[config.mk]
export PLATFORM = sky130hd
export DESIGN_NAME = contador_programa
export DESIGN_NICKNAME = d
export VERILOG_FILES = /design/src/rtl/contador_programa.sv
export SDC_FILE = /design/constraint.sdc
export NUM_CORES = 1
export LEC_CHECK = 0
export BUFFER_PORTS_ARGS = -buffer_cell sky130_fd_sc_hd__buf_2
export CORE_MARGIN = 5
export CORE_UTILIZATION = 51
export CTS_BUF_LIST = sky130_fd_sc_hd__clkbuf_8
export CTS_CLUSTER_DIAMETER = 40
export DETAILED_ROUTE_END_ITERATION = 7
export PLACE_DENSITY = 0.85
export SLEW_MARGIN = 20
export SYNTH_ARGS = -nofsm -noshare
export SYNTH_HDL_FRONTEND = slang
export SYNTH_SLANG_ARGS = --single-unit
[constraint.sdc]
create_clock -name i_clk -period 8 [get_ports i_clk]
set_clock_uncertainty 0.15 [all_clocks]
set_input_delay 1.6 -clock i_clk [delete_from_list [all_inputs] [get_ports i_clk]]
set_output_delay 1.6 -clock i_clk [all_outputs]
set_load 0.02 [all_outputs]
[src/rtl/contador_programa.sv]
// contador_programa: fetch-stage program counter with sequential advance,
// absolute / PC-relative redirects, stall and redirect alignment checking.
//
// Ports:
//   i_clk        clock, rising edge
//   i_rst_n      asynchronous active-low reset
//   i_stall      hold PC (pipeline hazard)
//   i_br_taken   redirect request this cycle
//   i_br_rel     1 = PC-relative (o_pc + offset*4), 0 = absolute i_br_target
//   i_br_offset  signed word offset for relative redirects
//   i_br_target  absolute redirect target
//   i_ready      fetch stage accepts o_pc this cycle
//   o_pc         current fetch address (registered)
//   o_pc_plus    o_pc + STEP (combinational, for link-register writes)
//   o_valid      o_pc is a valid fetch request (registered)
//   o_misalign   sticky misaligned-redirect flag (registered)
//   o_fetch_cnt  number of accepted fetches, wraps (registered)
module contador_programa #(
  parameter int unsigned     WIDTH      = 64,
  parameter int unsigned     STEP       = 4,
  parameter logic [WIDTH-1:0] RESET_ADDR = '0,
  parameter int unsigned     OFF_W      = 26,
  parameter int unsigned     CNT_W      = 32
) (
  input  logic             i_clk,
  input  logic             i_rst_n,
  input  logic             i_stall,
  input  logic             i_br_taken,
  input  logic             i_br_rel,
  input  logic [OFF_W-1:0] i_br_offset,
  input  logic [WIDTH-1:0] i_br_target,
  input  logic             i_ready,
  output logic [WIDTH-1:0] o_pc,
  output logic [WIDTH-1:0] o_pc_plus,
  output logic             o_valid,
  output logic             o_misalign,
  output logic [CNT_W-1:0] o_fetch_cnt
);

  localparam logic [1:0] ST_BOOT = 2'd0;
  localparam logic [1:0] ST_RUN  = 2'd1;
  localparam logic [1:0] ST_HALT = 2'd2;

  logic [1:0]       state_q,    state_d;
  logic [WIDTH-1:0] pc_q,       pc_d;
  logic             valid_q,    valid_d;
  logic             misalign_q, misalign_d;
  logic [CNT_W-1:0] cnt_q,      cnt_d;

  logic             xfer;
  logic [WIDTH-1:0] off_ext;
  logic [WIDTH-1:0] tgt;

  // Word offset sign-extended to a byte displacement.
  assign off_ext = {{(WIDTH-OFF_W){i_br_offset[OFF_W-1]}}, i_br_offset} << 2;
  assign tgt     = i_br_rel ? (pc_q + off_ext) : i_br_target;
  assign xfer    = valid_q & i_ready;

  // Next-state and register update logic.
  always_comb begin
    state_d    = state_q;
    pc_d       = pc_q;
    misalign_d = misalign_q;
    cnt_d      = cnt_q;

    case (state_q)
      ST_BOOT: state_d = ST_RUN;
      ST_RUN: begin
        // Accepted fetches are counted regardless of redirect or stall.
        if (xfer) cnt_d = cnt_q + CNT_W'(1);
        if (i_br_taken) begin
          if ((tgt % WIDTH'(STEP)) != '0) begin
            state_d    = ST_HALT;
            misalign_d = 1'b1;
          end else begin
            pc_d = tgt;
          end
        end else if (!i_stall && xfer) begin
          pc_d = pc_q + WIDTH'(STEP);
        end
      end
      ST_HALT: state_d = ST_HALT;
      default: state_d = ST_HALT;
    endcase

    // o_valid is registered and tracks the RUN state exactly.
    valid_d = (state_d == ST_RUN);
  end

  always_ff @(posedge i_clk or negedge i_rst_n) begin
    if (!i_rst_n) begin
      state_q    <= ST_BOOT;
      pc_q       <= RESET_ADDR;
      valid_q    <= 1'b0;
      misalign_q <= 1'b0;
      cnt_q      <= '0;
    end else begin
      state_q    <= state_d;
      pc_q       <= pc_d;
      valid_q    <= valid_d;
      misalign_q <= misalign_d;
      cnt_q      <= cnt_d;
    end
  end

  assign o_pc        = pc_q;
  assign o_pc_plus   = pc_q + WIDTH'(STEP);
  assign o_valid     = valid_q;
  assign o_misalign  = misalign_q;
  assign o_fetch_cnt = cnt_q;

endmodule

# Word-level counts from Yosys, hierarchy flattened
# Index checks and enable logic that the tools add are counted.
# Widths: inputs -> output; s select.
# totals
reg_bits	100
input_bits	96
wordCells	27
# op_classes
add_sub_neg	3
bitwise_logic	1
eq_ne	3
n_mux	7
n_reduce_logical	8
# ops
cell	n
$mux 64	4
$add 64x3->64 const B	1
$add 64x64->64	1
$reduce_bool 64->1	1
$add 32x1->32 const B	1
$reduce_and 3->1	2
$eq 2x1->1 const B	2
$mux 2	2
$pmux 2 s2	1
$logic_not 2->1	1
$ne 2x2->1 const B	1
$reduce_and 2->1	1
$reduce_bool 2->1	1
$and 1x1->1	1
$logic_and 1x1->1	1
$logic_not 1->1	1

# Logic depth before layout (Yosys ltp)
# depth
ltp_word	7
mapped_depth	12
depth_no_buf	12

# Worst setup path after synthesis
# Ideal clock, no wire load.
# synth_path
path_kind	input -> register
from	in i_br_offset[0]
to	reg pc_q[60] (netlist: o_pc[60])
arrival_time_ns	4.074
n_path_buf	0
stages	12
required_time_ns	7.720
path_slack_ns	3.646
cell_sequence	ha_1 > fa_1 > a211oi_2 > o21ai_1 > a21oi_2 > nor3_2 > a311oi_2 > o21ai_1 > a41o_1 > a31oi_1 > xor2_1 > o21ai_1
# synth_between
elab_chain_len	4
# synth_rtl
element	line_no	source
start, declared	30	input logic [OFF_W-1:0] i_br_offset,
$add 64x64->64	56	assign tgt = i_br_rel ? (pc_q + off_ext) : i_br_target;
$mux 64	56	
$mux 64	72	if ((tgt % WIDTH'(STEP)) != '0) begin
$mux 64	71	if (i_br_taken) begin
end signal, assigned	99	pc_q <= pc_d;
end, declared	45	logic [WIDTH-1:0] pc_q, pc_d;
# No other way between the ends. The select of a mux whose other input is x is not followed.
# A chain may end at the register's enable or synchronous reset.

# Final worst setup path
# layout_path
from	reg pc_q[3] (netlist: o_pc[3])
to	out o_pc_plus[62]
# layout_between
elab_chain_len	1
# layout_rtl
element	line_no	source
$add 64x3->64	107	assign o_pc_plus = pc_q + WIDTH'(STEP);
end, declared	34	output logic [WIDTH-1:0] o_pc_plus,
# No other way between the ends.

==> flow_metrics.env <==
export IMPL_drt_pass1_iterations=6
export IMPL_synth_nets=1455
export IMPL_clkTransAtPathRegs_ns=0.10
export IMPL_drive_gt1_share_pct=21.0
export IMPL_clock_path_buffers=2
export IMPL_grt_antenna_before_repair=1
export IMPL_initial_core_util_pct=51.8
export IMPL_insertion_delay_ns=0.40
export IMPL_place_ws_ns=2.64
export IMPL_wl_per_cell_um=20.6
export IMPL_dieHeight_um=151
export IMPL_intPower_w=0.00196
export IMPL_synth_edf_count=0
export IMPL_outcome="completed"
export IMPL_postCtsHoldBufs=0
export IMPL_seq_power_share_pct=23.9
export IMPL_root_buffer="clkbuf_8"
export IMPL_grt_max_degree=69
export IMPL_dr_first_iter_drc_count=1351
export IMPL_synth_top_area_cell="dfrtp_1"
export IMPL_synthTopCellsByCount="nand2_1, nor2_1, a21oi_1"
export IMPL_netlist_area_leader_share_pct=24.8
export IMPL_portBuffers=257
export IMPL_arrival_ns=3.53
export IMPL_clkSinkCount=100
export IMPL_postCtsResizedCells=0
export IMPL_die_w_um=151
export IMPL_cts_setup_buffers=0
export IMPL_seq_area_frac_synth_pct=24.8
export IMPL_synth_seq_cells=100
export IMPL_cap_viol_max_count=0
export IMPL_report_final_hold_viol_count=0
export IMPL_syn_area_per_cell_um2=7.78
export IMPL_dr_total_vias=11300
export IMPL_place_congestion=1.00
export IMPL_switching_share_pct=55.1
export IMPL_hold_class="reg -> reg"
export IMPL_worst_pin_slew_ns=1.10
export IMPL_switchingPower_w=0.00240
export IMPL_required_ns=6.25
export IMPL_fin_crit_sh_pct=66.0
export IMPL_dieArea_um2=22700
export IMPL_p_comb_share_pct=67.4
export IMPL_rsz0062_at_grt="false"
export IMPL_ant_nets=0
export IMPL_nets=1663
export IMPL_dp_cells=1757
export IMPL_p_clk_share_pct=8.7
export IMPL_p_leak_nw=5.57
export IMPL_synthesis_area_um2=10100
export IMPL_drc_errors=0
export IMPL_hpwl_um=28100
export IMPL_synth_async_reset_ratio_pct=100
export IMPL_regArea_um2=2500
export IMPL_wl_um=36500
export IMPL_cp_max_fo=9
export IMPL_power_density_nw_per_um2=372
export IMPL_grt_total_usage_pct=31.4
export IMPL_tns_ns=0
export IMPL_grt_pass1_vias=10600
export IMPL_grt_overflow_total=0
export IMPL_cp_end_kind="primary output"
export IMPL_tritoncts="built"
export IMPL_instances_no_fill=1774
export IMPL_vias_per_cell=6.37
export IMPL_fmax_mhz=189
export IMPL_num_rows=51
export IMPL_synth_cell_types=94
export IMPL_yosysWarnings=0
export IMPL_core_area_um2=19500
export IMPL_finalMaxSlewViolations=0
export IMPL_vdd_drop_max_uv=257
export IMPL_finalWorstSetupSlack_ns=2.72
export IMPL_finalSetupViolations=0
export IMPL_grt_pass1_wl_um=56500
export IMPL_period_needed_ns=5.28
export IMPL_start_kind="flip-flop"
export IMPL_synthCells=1295
export IMPL_synthTopCellsByArea="dfrtp_1, ha_1, xnor2_1"
export IMPL_path_class="reg -> out"
export IMPL_synth_most_common_cell="nand2_1"
export IMPL_cts_buffers=9
export IMPL_pin_count=258
export IMPL_synth_flop_cell="dfrtp_1"
export IMPL_multi_input_area_um2=7210
export IMPL_syn_to_final_growth_pct=16.3
export IMPL_finish_utilization_pct=60.2
export IMPL_max_slew_margin_rel_pct=26.5
export IMPL_nFillCells=1779
export IMPL_htreeDepth=3
## worst max-delay path: stages, from the launching register on
cell and delay, ns:
dfrtp_1 0.54, ha_1 0.39, and3_2 0.31, nand3_4 0.19, nor4_4 0.58, and2_2 0.28
nand3_1 0.20, nor2_1 0.20, xor2_1 0.24, buf_2 0.22
## cell type report
class,instances,share of cell area [%]
repair buffers,265,11.5
well taps,265,2.83
clock inverters,5,0.651
multi-input cells,1103,61.6
flip-flops and latches,100,21.4
inverters,24,0.769
clock buffers,11,1.29
diodes,1,0.0214
## registers in the layout, indices dropped and copies added, names as in the netlist
name and cells:
o_fetch_cnt 32, o_misalign 1, o_pc 64, o_valid 1, state_q 2
## metrics by stage
| stage | hold WS, ns | total power (W) | area (µm²) |
|---|---|---|---|
| 6_report | 0.320 | 0.00436 | 11700 |
| 5_1_grt | 0.356 | 0.00464 | 11700 |
| 4_1_cts | 0.328 | 0.00430 | 11700 |
| 3_5_place_dp | 0.311 | 0.00390 | 11500 |
| 3_3_place_gp | 0.301 | 0.00387 | 11500 |
| 2_1_floorplan | 0.299 | 0.00300 | 10100 |
## path summary, 6_finish.rpt
| path | start | to | slack (ns) | cells past startpoint |
|---|---|---|---|---|
| max | o_pc[3] | o_pc_plus[62] | 2.72 | 9 |
| min | o_fetch_cnt[31] | o_fetch_cnt[31] | 0.32 | 1 |
| max reg2reg | o_pc[2] | o_pc[48] | 3.98 | 12 |
| min reg2reg | o_fetch_cnt[31] | o_fetch_cnt[31] | 0.32 | 1 |
| max in group asynchronous | i_rst_n | o_pc[58] | 5.41 | 2 |
| min in group asynchronous | i_rst_n | o_pc[9] | 1.06 | 1 |
## logic make-up after synthesis
kind of cell    after synthesis  synth area share, %
compound gates              415                 26.4
xor+xnor                    139                 12.1
fa+ha+maj                    64                 8.02
buf+inv                      92                 3.68
flops                       100                 24.8
mux                          17                 1.74
simple gates                468                 23.3
## cells in the final DEF, fill, tap and decap left out, types with 9 or more instances in the layout
master	instances
a21oi_1	123
nand2_1	127
o22ai_1	11
nor3_1	22
mux2i_1	13
and3_1	43
o21ai_1	14
nand4_1	24
o21bai_1	15
a211oi_1	15
buf_2	256
a31oi_1	18
dfrtp_1	100
a21o_1	38
xor2_1	59
inv_1	23
xnor2_1	80
buf_4	9
o21ai_0	89
o21a_1	9
nand3_1	52
nor2_1	124
ha_1	63
clkbuf_8	11
## metal layers
layer  routed length (µm)  up-vias  global-route usage, %
li1                     -     5175                      -
met4                 1700        0                   14.1
met5                    0        -                      0
met2                16200      663                   49.5
met3                 3700      140                   4.85
met1                14900     5323                   42.5
## power by group through the flow
stage	combinational, W	sequential [W]	clock (W)
final	0.00293	0.00104	0.000381
after global routing	0.00317	0.00106	0.000408
after CTS	0.00289	0.00102	0.000384
after detailed placement	0.00287	0.00103	0
after global placement	0.00285	0.00102	0
after floorplan	0.00190	0.00110	0
Note: power is estimated with default switching activity, not from simulation.
